[src/rtl/fetch_unit.sv]
// ---------------------------------------------------------------------------
// fetch_unit
//
// Instruction fetch stage. Issues in-order word-aligned requests to
// instruction memory, buffers returned words in a QDEPTH-entry queue so that
// decode stalls never backpressure memory, and owns the decode-stage
// pipeline register (InstrD / PCD / PCPlus4D / ValidD). A redirect from
// execute (PCSrcE) reloads the fetch PC, flushes the queue and the decode
// register, and marks every in-flight response as stale.
//
// Configuration macro:
//   FETCH_BYPASS_EN - when defined, a live response is written straight into
//                     the decode register if the queue is empty and decode
//                     is loading (response-to-InstrD latency N+1 instead of
//                     N+2). Issue, redirect and discard rules are unchanged.
//
// Ports:
//   clk, rst          core clock (rising edge), async active-high reset
//   imem_req_valid    fetch request valid (combinational issue rule)
//   imem_req_ready    memory accepts the request
//   imem_addr         fetch address (registered fetch PC)
//   imem_rsp_valid    in-order response valid, no backpressure
//   imem_rsp_data     returned instruction word
//   StallD            hold decode register
//   PCSrcE, PCTargetE redirect request and target
//   InstrD, PCD,      decode-stage instruction, its PC and PC+4
//   PCPlus4D
//   ValidD            InstrD holds a real instruction (else bubble)
// ---------------------------------------------------------------------------
module fetch_unit #(
    parameter int                    DATA_WIDTH = 32,
    parameter logic [DATA_WIDTH-1:0] RESET_PC   = 32'h0000_0000,
    parameter int                    QDEPTH     = 4
) (
    input  logic                  clk,
    input  logic                  rst,
    output logic                  imem_req_valid,
    input  logic                  imem_req_ready,
    output logic [DATA_WIDTH-1:0] imem_addr,
    input  logic                  imem_rsp_valid,
    input  logic [DATA_WIDTH-1:0] imem_rsp_data,
    input  logic                  StallD,
    input  logic                  PCSrcE,
    input  logic [DATA_WIDTH-1:0] PCTargetE,
    output logic [DATA_WIDTH-1:0] InstrD,
    output logic [DATA_WIDTH-1:0] PCD,
    output logic [DATA_WIDTH-1:0] PCPlus4D,
    output logic                  ValidD
);

    localparam int PW = $clog2(QDEPTH);
    localparam int CW = PW + 1;
    localparam logic [DATA_WIDTH-1:0] NOP_INSTR = DATA_WIDTH'(32'h0000_0013);
    localparam logic [DATA_WIDTH-1:0] WORD_STEP = DATA_WIDTH'(32'd4);

    // Fetch PC, bookkeeping counters
    logic [DATA_WIDTH-1:0] pc_f_q, pc_f_d;
    logic [CW-1:0]         out_q, out_d;       // accepted, not yet answered
    logic [CW-1:0]         disc_q, disc_d;     // responses still to drop

    // Instruction queue (storage + pointers)
    logic [DATA_WIDTH-1:0] q_instr_q [QDEPTH];
    logic [DATA_WIDTH-1:0] q_pc_q    [QDEPTH];
    logic [PW-1:0]         q_head_q, q_head_d;
    logic [PW-1:0]         q_tail_q, q_tail_d;
    logic [CW-1:0]         q_count_q, q_count_d;

    // Addresses of in-flight requests, in issue order
    logic [DATA_WIDTH-1:0] ifl_pc_q [QDEPTH];
    logic [PW-1:0]         ifl_wr_q, ifl_wr_d;
    logic [PW-1:0]         ifl_rd_q, ifl_rd_d;

    // Decode-stage register
    logic [DATA_WIDTH-1:0] instr_d_q, instr_d_d;
    logic [DATA_WIDTH-1:0] pc_d_q, pc_d_d;
    logic [DATA_WIDTH-1:0] pc_p4_d_q, pc_p4_d_d;
    logic                  valid_d_q, valid_d_d;

    logic [CW:0]           occ_s;
    logic                  req_fire_s;
    logic                  rsp_keep_s;
    logic                  dec_load_s;
    logic                  q_empty_s;
    logic                  bypass_s;
    logic                  q_pop_s;
    logic                  q_push_s;
    logic [DATA_WIDTH-1:0] rsp_pc_s;

    // Issue rule: requests in flight plus buffered words never exceed the
    // queue depth, so every response is guaranteed a slot.
    assign occ_s          = {1'b0, out_q} + {1'b0, q_count_q};
    assign imem_req_valid = !rst && !PCSrcE && (occ_s < (CW+1)'(QDEPTH));
    assign imem_addr      = pc_f_q;
    assign req_fire_s     = imem_req_valid && imem_req_ready;

    assign rsp_pc_s   = ifl_pc_q[ifl_rd_q];
    assign rsp_keep_s = imem_rsp_valid && (disc_q == {CW{1'b0}}) && !PCSrcE;
    assign dec_load_s = !StallD || !valid_d_q;
    assign q_empty_s  = (q_count_q == {CW{1'b0}});

`ifdef FETCH_BYPASS_EN
    assign bypass_s = rsp_keep_s && dec_load_s && q_empty_s;
`else
    assign bypass_s = 1'b0;
`endif

    assign q_pop_s  = !PCSrcE && dec_load_s && !q_empty_s;
    assign q_push_s = rsp_keep_s && !bypass_s;

    assign InstrD   = instr_d_q;
    assign PCD      = pc_d_q;
    assign PCPlus4D = pc_p4_d_q;
    assign ValidD   = valid_d_q;

    // Next-state computation for PC, counters, queue pointers and decode register
    always_comb begin
        pc_f_d    = pc_f_q;
        out_d     = out_q;
        disc_d    = disc_q;
        q_head_d  = q_head_q;
        q_tail_d  = q_tail_q;
        q_count_d = q_count_q;
        instr_d_d = instr_d_q;
        pc_d_d    = pc_d_q;
        pc_p4_d_d = pc_p4_d_q;
        valid_d_d = valid_d_q;

        // Every response retires one in-flight address, stale or not.
        ifl_rd_d = imem_rsp_valid ? (ifl_rd_q + PW'(1'b1)) : ifl_rd_q;
        ifl_wr_d = req_fire_s     ? (ifl_wr_q + PW'(1'b1)) : ifl_wr_q;

        if (PCSrcE) begin
            pc_f_d    = PCTargetE;
            q_head_d  = {PW{1'b0}};
            q_tail_d  = {PW{1'b0}};
            q_count_d = {CW{1'b0}};
            // No request issues this cycle, so only a response changes out.
            out_d     = out_q - CW'(imem_rsp_valid);
            disc_d    = out_q - CW'(imem_rsp_valid);
            instr_d_d = NOP_INSTR;
            valid_d_d = 1'b0;
        end else begin
            if (req_fire_s) begin
                pc_f_d = pc_f_q + WORD_STEP;
            end else begin
                pc_f_d = pc_f_q;
            end
            out_d = out_q + CW'(req_fire_s) - CW'(imem_rsp_valid);
            if (imem_rsp_valid && (disc_q != {CW{1'b0}})) begin
                disc_d = disc_q - CW'(1'b1);
            end else begin
                disc_d = disc_q;
            end

            q_head_d  = q_pop_s  ? (q_head_q + PW'(1'b1)) : q_head_q;
            q_tail_d  = q_push_s ? (q_tail_q + PW'(1'b1)) : q_tail_q;
            q_count_d = q_count_q + CW'(q_push_s) - CW'(q_pop_s);

            if (dec_load_s) begin
                if (q_pop_s) begin
                    instr_d_d = q_instr_q[q_head_q];
                    pc_d_d    = q_pc_q[q_head_q];
                    pc_p4_d_d = q_pc_q[q_head_q] + WORD_STEP;
                    valid_d_d = 1'b1;
                end else if (bypass_s) begin
                    instr_d_d = imem_rsp_data;
                    pc_d_d    = rsp_pc_s;
                    pc_p4_d_d = rsp_pc_s + WORD_STEP;
                    valid_d_d = 1'b1;
                end else begin
                    // Bubble keeps PCD/PCPlus4D of the previous instruction.
                    instr_d_d = NOP_INSTR;
                    valid_d_d = 1'b0;
                end
            end else begin
                valid_d_d = valid_d_q;
            end
        end
    end

    // Control state registers with asynchronous reset
    always_ff @(posedge clk or posedge rst) begin
        if (rst) begin
            pc_f_q    <= RESET_PC;
            out_q     <= {CW{1'b0}};
            disc_q    <= {CW{1'b0}};
            q_head_q  <= {PW{1'b0}};
            q_tail_q  <= {PW{1'b0}};
            q_count_q <= {CW{1'b0}};
            ifl_wr_q  <= {PW{1'b0}};
            ifl_rd_q  <= {PW{1'b0}};
            instr_d_q <= NOP_INSTR;
            pc_d_q    <= {DATA_WIDTH{1'b0}};
            pc_p4_d_q <= WORD_STEP;
            valid_d_q <= 1'b0;
        end else begin
            pc_f_q    <= pc_f_d;
            out_q     <= out_d;
            disc_q    <= disc_d;
            q_head_q  <= q_head_d;
            q_tail_q  <= q_tail_d;
            q_count_q <= q_count_d;
            ifl_wr_q  <= ifl_wr_d;
            ifl_rd_q  <= ifl_rd_d;
            instr_d_q <= instr_d_d;
            pc_d_q    <= pc_d_d;
            pc_p4_d_q <= pc_p4_d_d;
            valid_d_q <= valid_d_d;
        end
    end

    // Queue and in-flight address storage; validity is tracked by the pointers
    always_ff @(posedge clk) begin
        if (q_push_s) begin
            q_instr_q[q_tail_q] <= imem_rsp_data;
            q_pc_q[q_tail_q]    <= rsp_pc_s;
        end
        if (req_fire_s) begin
            ifl_pc_q[ifl_wr_q] <= pc_f_q;
        end
    end

endmodule

[config.mk]
export PLATFORM = sky130hd
export DESIGN_NAME = fetch_unit
export DESIGN_NICKNAME = d
export VERILOG_FILES = /design/src/rtl/fetch_unit.sv
export SDC_FILE = /design/constraint.sdc
export NUM_CORES = 1
export LEC_CHECK = 0
export CORE_MARGIN = 4
export CORE_UTILIZATION = 30
export CTS_CLUSTER_DIAMETER = 80
export CTS_CLUSTER_SIZE = 20
export DETAILED_ROUTE_END_ITERATION = 12
export PLACE_DENSITY = 0.53
export SKIP_CTS_REPAIR_TIMING = 1
export SYNTH_ARGS = -nofsm -noshare
export SYNTH_HDL_FRONTEND = slang
export SYNTH_SLANG_ARGS = --single-unit
[constraint.sdc]
create_clock -name clk -period 7.3 [get_ports clk]
set_input_delay 1.46 -clock clk [delete_from_list [all_inputs] [get_ports clk]]
set_output_delay 1.46 -clock clk [all_outputs]
set_load 0.02 [all_outputs]
==> impl_metrics.yaml <==
clock_network:
  cts_made_buffers: 34
  root_buffer: "clkbuf_16"
  htree_levels: 2
  clk_pin_slew_ns: 0.08
  cts_tree: "built"
  cts_sinks: 528
  clk_latency_ns: 0.56
  clk_path_buf_depth: 3
synth:
  syn_inst: 1233
  synth_most_common_cell: "edfxtp_1"
  post-synth-top-area-cell: "edfxtp_1"
  ys_types: 60
  syn-mean-instance-area_um2: 16.9
  synth_area_mm2: 0.0209
  ys_seq_elements: 528
  synth_top_flop_cell: "edfxtp_1"
  ys_warn_count: 0
  synth_area_leaders: "edfxtp_1 (55%), dfrtp_1 (17%), mux4_2 (10%)"
  synthArstFlopShare: 0.273
  yosysTopAreaCellShare: 0.553
  synth-edff-count: 384
  yosys-top-cells-count: "edfxtp_1 (384), nand2_1 (156), dfrtp_1 (140), mux4_2 (95)"
  synth-seq-area-share: 0.726
  synth_nets: 1325
die:
  die_area_mm2: 0.0738
  initial_core_util: 0.304
  core_area_mm2: 0.0687
  chipWidth_um: 272
  num_rows: 96
  ios: 200
  die_y_um: 272
drt:
  vias_per_cell: 4.75
  ant_nets: 0
  wl_per_cell_um: 20.6
  dr.first_iter.drc_count: 840
  firstDrtPassIters: 5
  drc: 0
  finalWirelength_um: 49000
  vias: 11296
critical_path:
  end_kind: "output pin"
  required_ns: 5.84
  crit_type: "input port to output pin"
  critPathLaunchType: "input port"
  worstRegToRegCells: 6
  critPathArrivalTime_ns: 3.04
  cp_max_fo: 26
final_layout:
  area_growth_pct: 19.7
  fin_nets: 1512
  drive_above_1_share: 0.128
timing:
  rsz0062_at_grt: "no"
  tightestPinTransition_ns: 1.08
  fmax_mhz: 222
  slew_headroom: 0.281
  skew_ns: 0.0334
  slew_violations: 0
  fin_crit_sh: 0.616
  setup_violations: 0
  period_minus_slack_ns: 4.50
  setup_tns_ns: 0
  hold_viol_final: 0
power:
  max-vdd-ir-drop_mv: 0.177
  p_leak_uw: 0.00851
  p_per_area_mw_per_mm2: 339
  power_uw: 8460
grt:
  gr-usage-all-layers: 0.132
  grt_pass1_wl_um: 74500
  grt-ovfl-total: 0
  grt_pass1_vias: 11538
  antenna_found_initial: 0
  grt_max_degree: 86
worst_hold_path:
  hold_class: "flop to flop"
  holdPathStages: 2
place:
  gp_congestion: 0.737
  hpwlAfterDp_um: 31400
  portBuffers: 199
job:
  drv_cap: 0
status:
  status: "completed"
## critical path: stages
cell,delay [ns]
clkdlybuf4s50_1,0.47
inv_6,0.27
and3_1,0.23
clkdlybuf4s50_1,0.61
## sequential cells by signal (all words and copies together), names as in the netlist
name	count
ifl_pc_q	128
q_tail_q	2
PCPlus4D	30
out_q	3
q_instr_q	128
imem_addr	32
InstrD	32
q_head_q	2
q_pc_q	128
ValidD	1
ifl_rd_q	2
disc_q	3
PCD	32
q_count_q	3
ifl_wr_q	2
## cell usage in the layout (no fill, tap or decap), types with 4 or more instances in the layout
master             n
edfxtp_1         384
clkdlybuf4s50_1  198
nand2_1          156
dfrtp_1          136
mux4_2            95
o21ai_0           41
clkbuf_16         37
nor2_1            35
nand3_1           35
a22o_1            31
inv_1             23
ha_1              20
xnor2_1           19
buf_4             18
clkbuf_1          17
a31oi_1           16
nand4_1           14
nor3_1            13
xor2_1            13
and2_1            11
and4_1            10
or4_1              9
o31ai_1            7
nor4_1             7
o311ai_0           7
a21oi_1            7
and3_1             5
or3_1              5
dfstp_2            4
a221o_1            4
and2_2             4
## power by group
group          internal (µW)  total [µW]  switching, µW
clock network           1010        2000            997
logic                   1080        2400           1320
registers               3710        4060            349
total                   5800        8460           2660
## cell type report
| cell class | count | area [µm²] |
|---|---|---|
| multi-input combinational | 614 | 5330 |
| fill | 6513 | 43700 |
| antenna | 2 | 5.00 |
| tap | 931 | 1160 |
| timing repair buffer | 217 | 2120 |
| inverter | 25 | 98.8 |
| sequential | 528 | 15100 |
| clock inverter | 6 | 82.6 |
| clock buffer | 56 | 1010 |
## metal layers
| metal | vias up | track usage | share of wire |
|---|---|---|---|
| met1 | 5830 | 0.183 | 0.45 |
| li1 | 5168 | - | - |
| met3 | 58 | 0.0220 | 0.044 |
| met4 | 0 | 0.0319 | 0.020 |
| met5 | - | 0 | 0 |
| met2 | 240 | 0.217 | 0.49 |
## path summary, 6_finish.rpt
check,from,to,slack [ns]
max,rst,imem_req_valid,2.80
min,PCD[15],PCD[15],0.48
max reg2reg,q_head_q[0],PCPlus4D[30],3.76
min reg2reg,PCD[15],PCD[15],0.48
max in group asynchronous,rst,q_head_q[0],4.85
min in group asynchronous,rst,InstrD[22],1.24
## cell families after synthesis
group                    share of synthesized area
AO/OA/AOI/OAI                               0.0481
AND/OR/NAND/NOR                             0.0735
multiplexers                                 0.106
flip-flops                                   0.726
XOR/XNOR                                    0.0134
adder cells (fa/ha/maj)                     0.0139
buffers and inverters                       0.0188
## metrics by stage
step	utilization	instances	cell area, µm²	setup slack [ns]	hold WS, ns
6_report	0.363	2379	25000	2.80	0.478
4_1_cts	0.363	2377	25000	2.75	0.485
2_1_floorplan	-	1233	20900	0.361	0.486
5_1_grt	0.363	2377	25000	2.72	0.496
3_3_place_gp	0.347	2315	23900	2.57	0.465
3_5_place_dp	0.347	2315	23900	2.56	0.464
Power figures use the tool's default switching activity.
